**src/rtl/seq_detect_prog_if.sv**
```systemverilog
// seq_detect_prog_if: bundles the serial data, configuration, counter-control
// and status signals of the programmable sequence detector.
//   master modport : stimulus side, drives data/config/cnt_clr, reads status
//   slave  modport : detector side, reads data/config/cnt_clr, drives status
// The clock and reset stay plain ports on the detector.
interface seq_detect_prog_if #(
    parameter int MAX_LEN = 8,
    parameter int CNT_W   = 8
);
    localparam int LEN_W = $clog2(MAX_LEN) + 1;

    logic               in_valid;
    logic               in_bit;
    logic               cfg_load;
    logic [MAX_LEN-1:0] cfg_pattern;
    logic [LEN_W-1:0]   cfg_len;
    logic               cfg_overlap;
    logic               cnt_clr;
    logic               out;
    logic [CNT_W-1:0]   match_cnt;
    logic               cnt_sat;
    logic               cfg_err;
    logic               armed;

    modport master (
        output in_valid, in_bit, cfg_load, cfg_pattern, cfg_len, cfg_overlap, cnt_clr,
        input  out, match_cnt, cnt_sat, cfg_err, armed
    );

    modport slave (
        input  in_valid, in_bit, cfg_load, cfg_pattern, cfg_len, cfg_overlap, cnt_clr,
        output out, match_cnt, cnt_sat, cfg_err, armed
    );
endinterface

```
**src/rtl/seq_detect_prog.sv**
```systemverilog
// seq_detect_prog: programmable serial bit-sequence detector (Moore).
//   clk  : clock, all state changes on the rising edge
//   rst  : asynchronous reset, active-low
//   bus  : seq_detect_prog_if.slave
//          in_valid/in_bit      serial data with bit-valid strobe
//          cfg_load/pattern/len/overlap  runtime configuration
//          cnt_clr              synchronous clear of match_cnt/cnt_sat
//          out                  registered one-cycle match pulse
//          match_cnt/cnt_sat    saturating match counter and sticky flag
//          cfg_err              one-cycle pulse after a rejected cfg_load
//          armed                a valid configuration is loaded
// The first received bit of a pattern is cfg_pattern[cfg_len-1].
module seq_detect_prog #(
    parameter int MAX_LEN = 8,
    parameter int CNT_W   = 8
) (
    input logic              clk,
    input logic              rst,
    seq_detect_prog_if.slave bus
);
    localparam int LEN_W = $clog2(MAX_LEN) + 1;
    localparam logic [LEN_W-1:0] MAX_LEN_L = LEN_W'(MAX_LEN);

    typedef enum logic [1:0] {
        IDLE  = 2'd0,
        ARMED = 2'd1,
        MATCH = 2'd2
    } state_t;

    state_t             state_q;
    logic [MAX_LEN-1:0] pat_q;
    logic [LEN_W-1:0]   len_q;
    logic               ovl_q;
    logic [MAX_LEN-1:0] hist_q;
    logic [LEN_W-1:0]   fill_q;
    logic               out_q;
    logic               armed_q;
    logic               cfg_err_q;
    logic [CNT_W-1:0]   cnt_q;
    logic               sat_q;

    logic               cfg_ok;
    logic               shift;
    logic [MAX_LEN-1:0] hist_d;
    logic [LEN_W-1:0]   fill_d;
    logic [MAX_LEN-1:0] mask;
    logic               hit;

    // Next history/fill and the match decision for the bit presented this cycle.
    always_comb begin
        // NOTE: every always_comb output gets a default first so no path can leave it unassigned (no latch).
        cfg_ok = (bus.cfg_len != '0) && (bus.cfg_len <= MAX_LEN_L);
        shift  = (state_q != IDLE) && bus.in_valid && !bus.cfg_load;
        hist_d = {hist_q[MAX_LEN-2:0], bus.in_bit};
        // fill saturates at len: the window is full once len bits have arrived.
        fill_d = (fill_q == len_q) ? len_q : fill_q + 1'b1;
        mask   = '0;
        for (int i = 0; i < MAX_LEN; i++) begin
            mask[i] = (LEN_W'(i) < len_q);
        end
        hit = shift && (fill_d == len_q) && (((hist_d ^ pat_q) & mask) == '0);
    end

    always_ff @(posedge clk or negedge rst) begin
        if (!rst) begin
            // NOTE: configuration and history are reset too, so a reset always forces a reload before any match.
            state_q   <= IDLE;
            pat_q     <= '0;
            len_q     <= '0;
            ovl_q     <= 1'b0;
            hist_q    <= '0;
            fill_q    <= '0;
            out_q     <= 1'b0;
            armed_q   <= 1'b0;
            cfg_err_q <= 1'b0;
            cnt_q     <= '0;
            sat_q     <= 1'b0;
        end else begin
            // NOTE: all state uses non-blocking assignments so every register sees pre-edge values.
            cfg_err_q <= 1'b0;
            if (bus.cfg_load) begin
                // A load wins over in_valid; a rejected load leaves everything else as it was.
                if (cfg_ok) begin
                    pat_q   <= bus.cfg_pattern;
                    len_q   <= bus.cfg_len;
                    ovl_q   <= bus.cfg_overlap;
                    hist_q  <= '0;
                    fill_q  <= '0;
                    state_q <= ARMED;
                    out_q   <= 1'b0;
                    armed_q <= 1'b1;
                end else begin
                    cfg_err_q <= 1'b1;
                end
            end else if (state_q != IDLE) begin
                if (shift) begin
                    hist_q <= hist_d;
                    // Non-overlap: a match consumes the window, the next one needs len fresh bits.
                    fill_q <= (hit && !ovl_q) ? '0 : fill_d;
                end
                state_q <= hit ? MATCH : ARMED;
                out_q   <= hit;
            end

            if (bus.cnt_clr) begin
                cnt_q <= '0;
                sat_q <= 1'b0;
            end else if (hit) begin
                if (&cnt_q) begin
                    sat_q <= 1'b1;
                end else begin
                    cnt_q <= cnt_q + 1'b1;
                end
            end
        end
    end

    assign bus.out       = out_q;
    assign bus.armed     = armed_q;
    assign bus.cfg_err   = cfg_err_q;
    assign bus.match_cnt = cnt_q;
    assign bus.cnt_sat   = sat_q;
endmodule

```
**src/flat_wrapper.sv**
```systemverilog
// flat-port wrapper written by rule: the top's interface ports become plain ports
module seq_detect_prog_flat 
#(
    parameter int MAX_LEN = 8,
    parameter int CNT_W   = 8
)
  (clk, rst, bus_in_valid, bus_in_bit, bus_cfg_load, bus_cfg_pattern, bus_cfg_len, bus_cfg_overlap, bus_cnt_clr, bus_out, bus_match_cnt, bus_cnt_sat, bus_cfg_err, bus_armed);
  seq_detect_prog_if #(.MAX_LEN(MAX_LEN), .CNT_W(CNT_W)) bus_i ();
  input logic clk;
  input logic rst;
  input wire logic [$bits(bus_i.in_valid)-1:0] bus_in_valid;
  input wire logic [$bits(bus_i.in_bit)-1:0] bus_in_bit;
  input wire logic [$bits(bus_i.cfg_load)-1:0] bus_cfg_load;
  input wire logic [$bits(bus_i.cfg_pattern)-1:0] bus_cfg_pattern;
  input wire logic [$bits(bus_i.cfg_len)-1:0] bus_cfg_len;
  input wire logic [$bits(bus_i.cfg_overlap)-1:0] bus_cfg_overlap;
  input wire logic [$bits(bus_i.cnt_clr)-1:0] bus_cnt_clr;
  output wire logic [$bits(bus_i.out)-1:0] bus_out;
  output wire logic [$bits(bus_i.match_cnt)-1:0] bus_match_cnt;
  output wire logic [$bits(bus_i.cnt_sat)-1:0] bus_cnt_sat;
  output wire logic [$bits(bus_i.cfg_err)-1:0] bus_cfg_err;
  output wire logic [$bits(bus_i.armed)-1:0] bus_armed;
  assign bus_i.in_valid = bus_in_valid;
  assign bus_i.in_bit = bus_in_bit;
  assign bus_i.cfg_load = bus_cfg_load;
  assign bus_i.cfg_pattern = bus_cfg_pattern;
  assign bus_i.cfg_len = bus_cfg_len;
  assign bus_i.cfg_overlap = bus_cfg_overlap;
  assign bus_i.cnt_clr = bus_cnt_clr;
  assign bus_out = bus_i.out;
  assign bus_match_cnt = bus_i.match_cnt;
  assign bus_cnt_sat = bus_i.cnt_sat;
  assign bus_cfg_err = bus_i.cfg_err;
  assign bus_armed = bus_i.armed;
  seq_detect_prog #(.MAX_LEN(MAX_LEN), .CNT_W(CNT_W)) u_core (.clk(clk), .rst(rst), .bus(bus_i));
endmodule
```
**config.mk**
```make
export PLATFORM = sky130hd
export DESIGN_NAME = seq_detect_prog_flat
export DESIGN_NICKNAME = d
export VERILOG_FILES = /design/src/rtl/seq_detect_prog_if.sv /design/src/rtl/seq_detect_prog.sv /design/src/flat_wrapper.sv
export SDC_FILE = /design/constraint.sdc
export NUM_CORES = 1
export LEC_CHECK = 0
export BUFFER_PORTS_ARGS = -buffer_cell sky130_fd_sc_hd__buf_2
export CELL_PAD_IN_SITES_DETAIL_PLACEMENT = 0
export CELL_PAD_IN_SITES_GLOBAL_PLACEMENT = 1
export CORE_MARGIN = 2
export CORE_UTILIZATION = 43
export DETAILED_ROUTE_END_ITERATION = 8
export GPL_ROUTABILITY_DRIVEN = 0
export PLACE_DENSITY_LB_ADDON = 0.05
export SYNTH_ARGS = -nofsm -noshare
export SYNTH_HDL_FRONTEND = slang
export SYNTH_SLANG_ARGS = --single-unit
```
**constraint.sdc**
```tcl
create_clock -name clk -period 3 [get_ports clk]
set_input_delay 0.6 -clock clk [delete_from_list [all_inputs] [get_ports clk]]
set_output_delay 0.6 -clock clk [all_outputs]
set_load 0.1 [all_outputs]
```
======== Word level (Yosys, flattened, before mapping) ========
Index checks and enable logic that the tools add are counted.
storage, ports and cells
  output and inout port bits .............. 12
  word-level logic and storage cells ...... 74
  register bits after elaboration ......... 38
  input bits .............................. 19
cells by class
  bitwise operators ....................... 2
  equality and inequality tests ........... 4
  $lt $le $gt $ge ......................... 9
  reductions and logical operators ........ 21
  add/sub/neg operators ................... 2
  muxes and demuxes ....................... 25
operators by type and width
  operator             count
  $mux 7               4
  $mux 4               6
  $mux 8               3
  $lt 3x4->1 const A   4
  $reduce_bool 2->1    5
  $add 8x1->8 const B  1
  $and 8x8->8          1
  $eq 4x4->1           2
  $logic_not 8->1      1
  $lt 1x4->1 const A   2
  $lt 2x4->1 const A   2
  $mux 1               8
  $mux 2               4
  $reduce_and 2->1     4
  $reduce_and 8->1     1
  $xor 8x8->8          1
  $logic_and 1x1->1    6
  $add 4x1->4 const B  1
  $le 4x4->1 const B   1
  $reduce_bool 4->1    1
  $reduce_and 3->1     1
  $logic_not 1->1      2
  $ne 2x1->1 const B   1
  $ne 2x2->1 const B   1

======== Longest topological paths before layout ========
  depth in word-level cells ............... 10
  depth in mapped cells ................... 8
  gate-level depth less buffers ........... 7

======== Worst setup path before layout ========
OpenSTA, ideal clock, no wires.
  path type ............................... reg2reg
  start ................................... register u_core.bus.out (netlist name)
  end ..................................... register u_core.cnt_q[3] (netlist: u_core.bus.match_cnt[3])
  setup time .............................. 128 ps
  data required time ...................... 2,872 ps
  clock period less this slack ............ 2,985 ps
  cell stages (with the launch flop) ...... 8
  path buffers ............................ 1
  data arrival time ....................... 2,857 ps
  setup slack ............................. 15 ps
  cells stage by stage .................... dfrtp_1 > nor2_1 > nor3b_1 > nand3_1 > a2111o_1 > buf_6 > nor4_4 > mux2_1
RTL lines
  item                  line                    source
  end signal, assigned  seq_detect_prog.sv:112  cnt_q <= cnt_q + 1'b1;
  end, declared         seq_detect_prog.sv:39   logic [CNT_W-1:0] cnt_q;

======== Worst setup path in the final report ========
  start ................................... register u_core.len_q[3]
  end ..................................... register u_core.cnt_q[0] (netlist: u_core.bus.match_cnt[0])
between the ends
  word-level cells in the longest chain between the ends .. 7
  elaborated cells between the ends (all ways) .. 17
  those cells by class .................... 8 x order compare; 2 x eq/ne; 1 x mux; 1 x bitwise; 5 x reduce/logical
ends and longest elaborated chain
  item                                                line                   source
  start, declared                                     seq_detect_prog.sv:32  logic [LEN_W-1:0] len_q;
  start signal, assigned                              seq_detect_prog.sv:85  len_q <= bus.cfg_len;
  branches (longest 4 deep; another with $lt 1x4->1)  -
  $logic_and 1x1->1 *                                 seq_detect_prog.sv:61  hit = shift && (fill_d == len_q) && (((hist_d ^ pat_q) & mask) == '0);
  $reduce_bool 2->1 (no source line) *                -
  $reduce_and 2->1 (no source line) *                 -
Mark *: on every way between the ends.
A chain may end at the register's enable or synchronous reset.

==> metrics.txt <==
outcome complete, no violations; Cells after Synth 190; Yosys cell types 39; crit-path max FO 14; global-route wire length before repair 7080 um; Final #Nets 243; async set-reset flop share out of synthesis 100%; Post-synth EDFFs 0; worst r2r src u_core.len_q[3]; final hold violation count 0; CTS H-tree lvls 2; Leak 0.00104 uW; Slew HR 22.1%; Synth Area in Simple Gates 20.3%; Syn Area/Cell 10.4 um2; via count 1,486; HP Class in2async; Slew Viols, Final 0; Worst Tran Pin Value 1.16 ns; Worst EP required 3.17 ns; Post-Synth Adder-Cell Area 1.27%; pwr/cell area 655 mW/mm2; post-CTS resize count 0; share of cells above drive strength 1 26.0%; IO Pins 31; DP Wirelength 3000 um; largest family of logic cells by synthesized area simple AND/OR/NAND/NOR gates; WP data arrival 2.86 ns; gr ovfl total 0; reg2reg setup slack 0.31 ns; RSZ-0062 raised after global routing no; DP Area 0.00216 mm2; reg2reg end u_core.bus.match_cnt[0]; Tot GR Track Use 17.6%; yosys warns 0; top cells by count, synth 37 x dfrtp_1, 24 x nand2_1, 14 x mux2_2, 14 x nand3_1; crit end category register; clock sinks 37; # rows 24; DR iter-0 viols 53; CP startpoint kind register; Num CTS Buffers 5; Max Fclk 372 MHz; FF/Latch Area 926 um2; core region area 0.00438 mm2; Post-Syn Area 0.00197 mm2; Worst IR Drop VDD 308 uV; drt pass-1 iters 4; vias in the first global route 1,514; Finished Cell Area 0.00228 mm2; Synth top area share 47.0%; Clock Skews 0.00622 ns; dominant synthesized flop cell dfrtp_1; die area 0.00514 mm2; Crit Path Class reg2reg; final setup violating endpoints 0; initial antenna violation count 0; largest net degree at the start of global routing 38; worst skew pair latency 0.29 ns; most common cell in the netlist dfrtp_1; setup bufs post-CTS 0; Compound-Gate Fraction of Synth Area 9.78%; crit share post-route 89.7%; Remaining DRCs 0; post-synthesis mux area share 9.59%; Die Wd 71.7 um; Finished Layout Cells 275; Setup TNS 0 ns; crit path time final 2.69 ns; CP startpoint u_core.len_q[3]; WL final 4170 um; # hold bufs at CTS 0; total of fill cells in the finished design 434; CTS tree built; Clock Path Buffers 2; FF-to-FF path depth 6; Antenna Cells 0; post-synthesis xor/xnor area fraction 8.39%; multi-input combinational cell area 971 um2; Synth area leader dfrtp_1; Routed Antenna Nets 0; sequential share of the synthesized area 47.0%; synth top area cells dfrtp_1 47%, mux2_2 8.0%, xor2_1 4.9%; root buffer cell clkbuf_8; PortBufs 30; max cap viols 0; Worst-path clk slew 0.08 ns; Die H 71.7 um; post-placement cell count 267; Net Count, Synth 211; P&R area growth vs syn 15.6%; DR WL/cell 15.2 um; vias per cell 5.40; initial core utilization 44.9%; flop and latch count out of synthesis 37
## metrics by stage
step | util (%) | hold slack, ns | power, uW | setup WS, ns
after global placement | 49.3 | 0.443 | 1040 | 0.361
after CTS | 51.9 | 0.438 | 1510 | 0.295
after global routing | 51.9 | 0.467 | 1580 | 0.0727
after floorplan | - | 0.304 | 951 | 0.0152
final | 51.9 | 0.407 | 1490 | 0.309
after detailed placement | 49.3 | 0.464 | 1050 | 0.317
## per-layer routing
layer | wire, um | vias to the layer above | share of wire [%] | global-route usage (%)
met1 | 2040 | 723 | 49 | 23.8
met3 | 164 | 5 | 3.9 | 4.22
met4 | 38 | 0 | 0.91 | 3.77
met5 | 0 | - | 0 | 0
li1 | - | 733 | - | -
met2 | 1930 | 25 | 46 | 29.0
## how the worst max path moves through the flow
stage                                    endpoint  cells past startpoint
after CTS                 u_core.bus.match_cnt[0]                      6
after floorplan           u_core.bus.match_cnt[3]                      7
after global routing             u_core.fill_q[0]                      6
after detailed placement  u_core.bus.match_cnt[0]                      6
final                     u_core.bus.match_cnt[0]                      6
after global placement           u_core.fill_q[1]                      6
## registers in the layout, summed over array words and instances, names as in the netlist
signal                flops
u_core.bus.out            1
u_core.fill_q             4
u_core.hist_q             7
u_core.bus.armed          1
u_core.bus.match_cnt      8
u_core.bus.cnt_sat        1
u_core.pat_q              8
u_core.len_q              4
u_core.state_q            1
u_core.bus.cfg_err        1
u_core.ovl_q              1
## final cells by class
| cell class | instances | area share (%) |
|---|---|---|
| multi-input cells | 139 | 42.6 |
| repair buffers | 34 | 7.91 |
| clock buffers | 7 | 3.79 |
| clock inverters | 1 | 1.32 |
| flip-flops and latches | 37 | 40.7 |
| inverters | 5 | 0.824 |
| well taps | 52 | 2.86 |
## worst max-delay path, cell delays in order (launching register included)
cell and delay (ns):
dfrtp_1 0.50, xor2_1 0.34, xor2_1 0.19, a41oi_1 0.13
a2111o_1 0.61, nor3b_1 0.41, mux2_2 0.38
## power by group
group,switching [uW],total [uW],internal (uW)
Clock,180,451,271
Sequential,77.7,641,563
Combinational,222,400,178
## layout by cell type (no fill, tap or decap), types with 5 or more instances in the layout
cell type / synthesis / layout
xnor2_1: 6 / 6
clkbuf_8: 0 / 6
nand2_1: 24 / 24
xor2_1: 11 / 11
nand3_1: 14 / 14
dfrtp_1: 37 / 37
buf_2: 0 / 30
o31ai_1: 7 / 7
mux2_2: 14 / 14
inv_1: 5 / 5
nor2_1: 11 / 11
a21oi_1: 7 / 7
## logic make-up (layout without fill, tap and decap cells)
group	Yosys count	after routing
buffers and inverters	14	47
AO/OA/AOI/OAI	27	27
multiplexers	17	17
flip-flops	37	37
adder cells (fa/ha/maj)	2	2
AND/OR/NAND/NOR	75	75
XOR/XNOR	18	18
(Power assumes the default switching activity.)
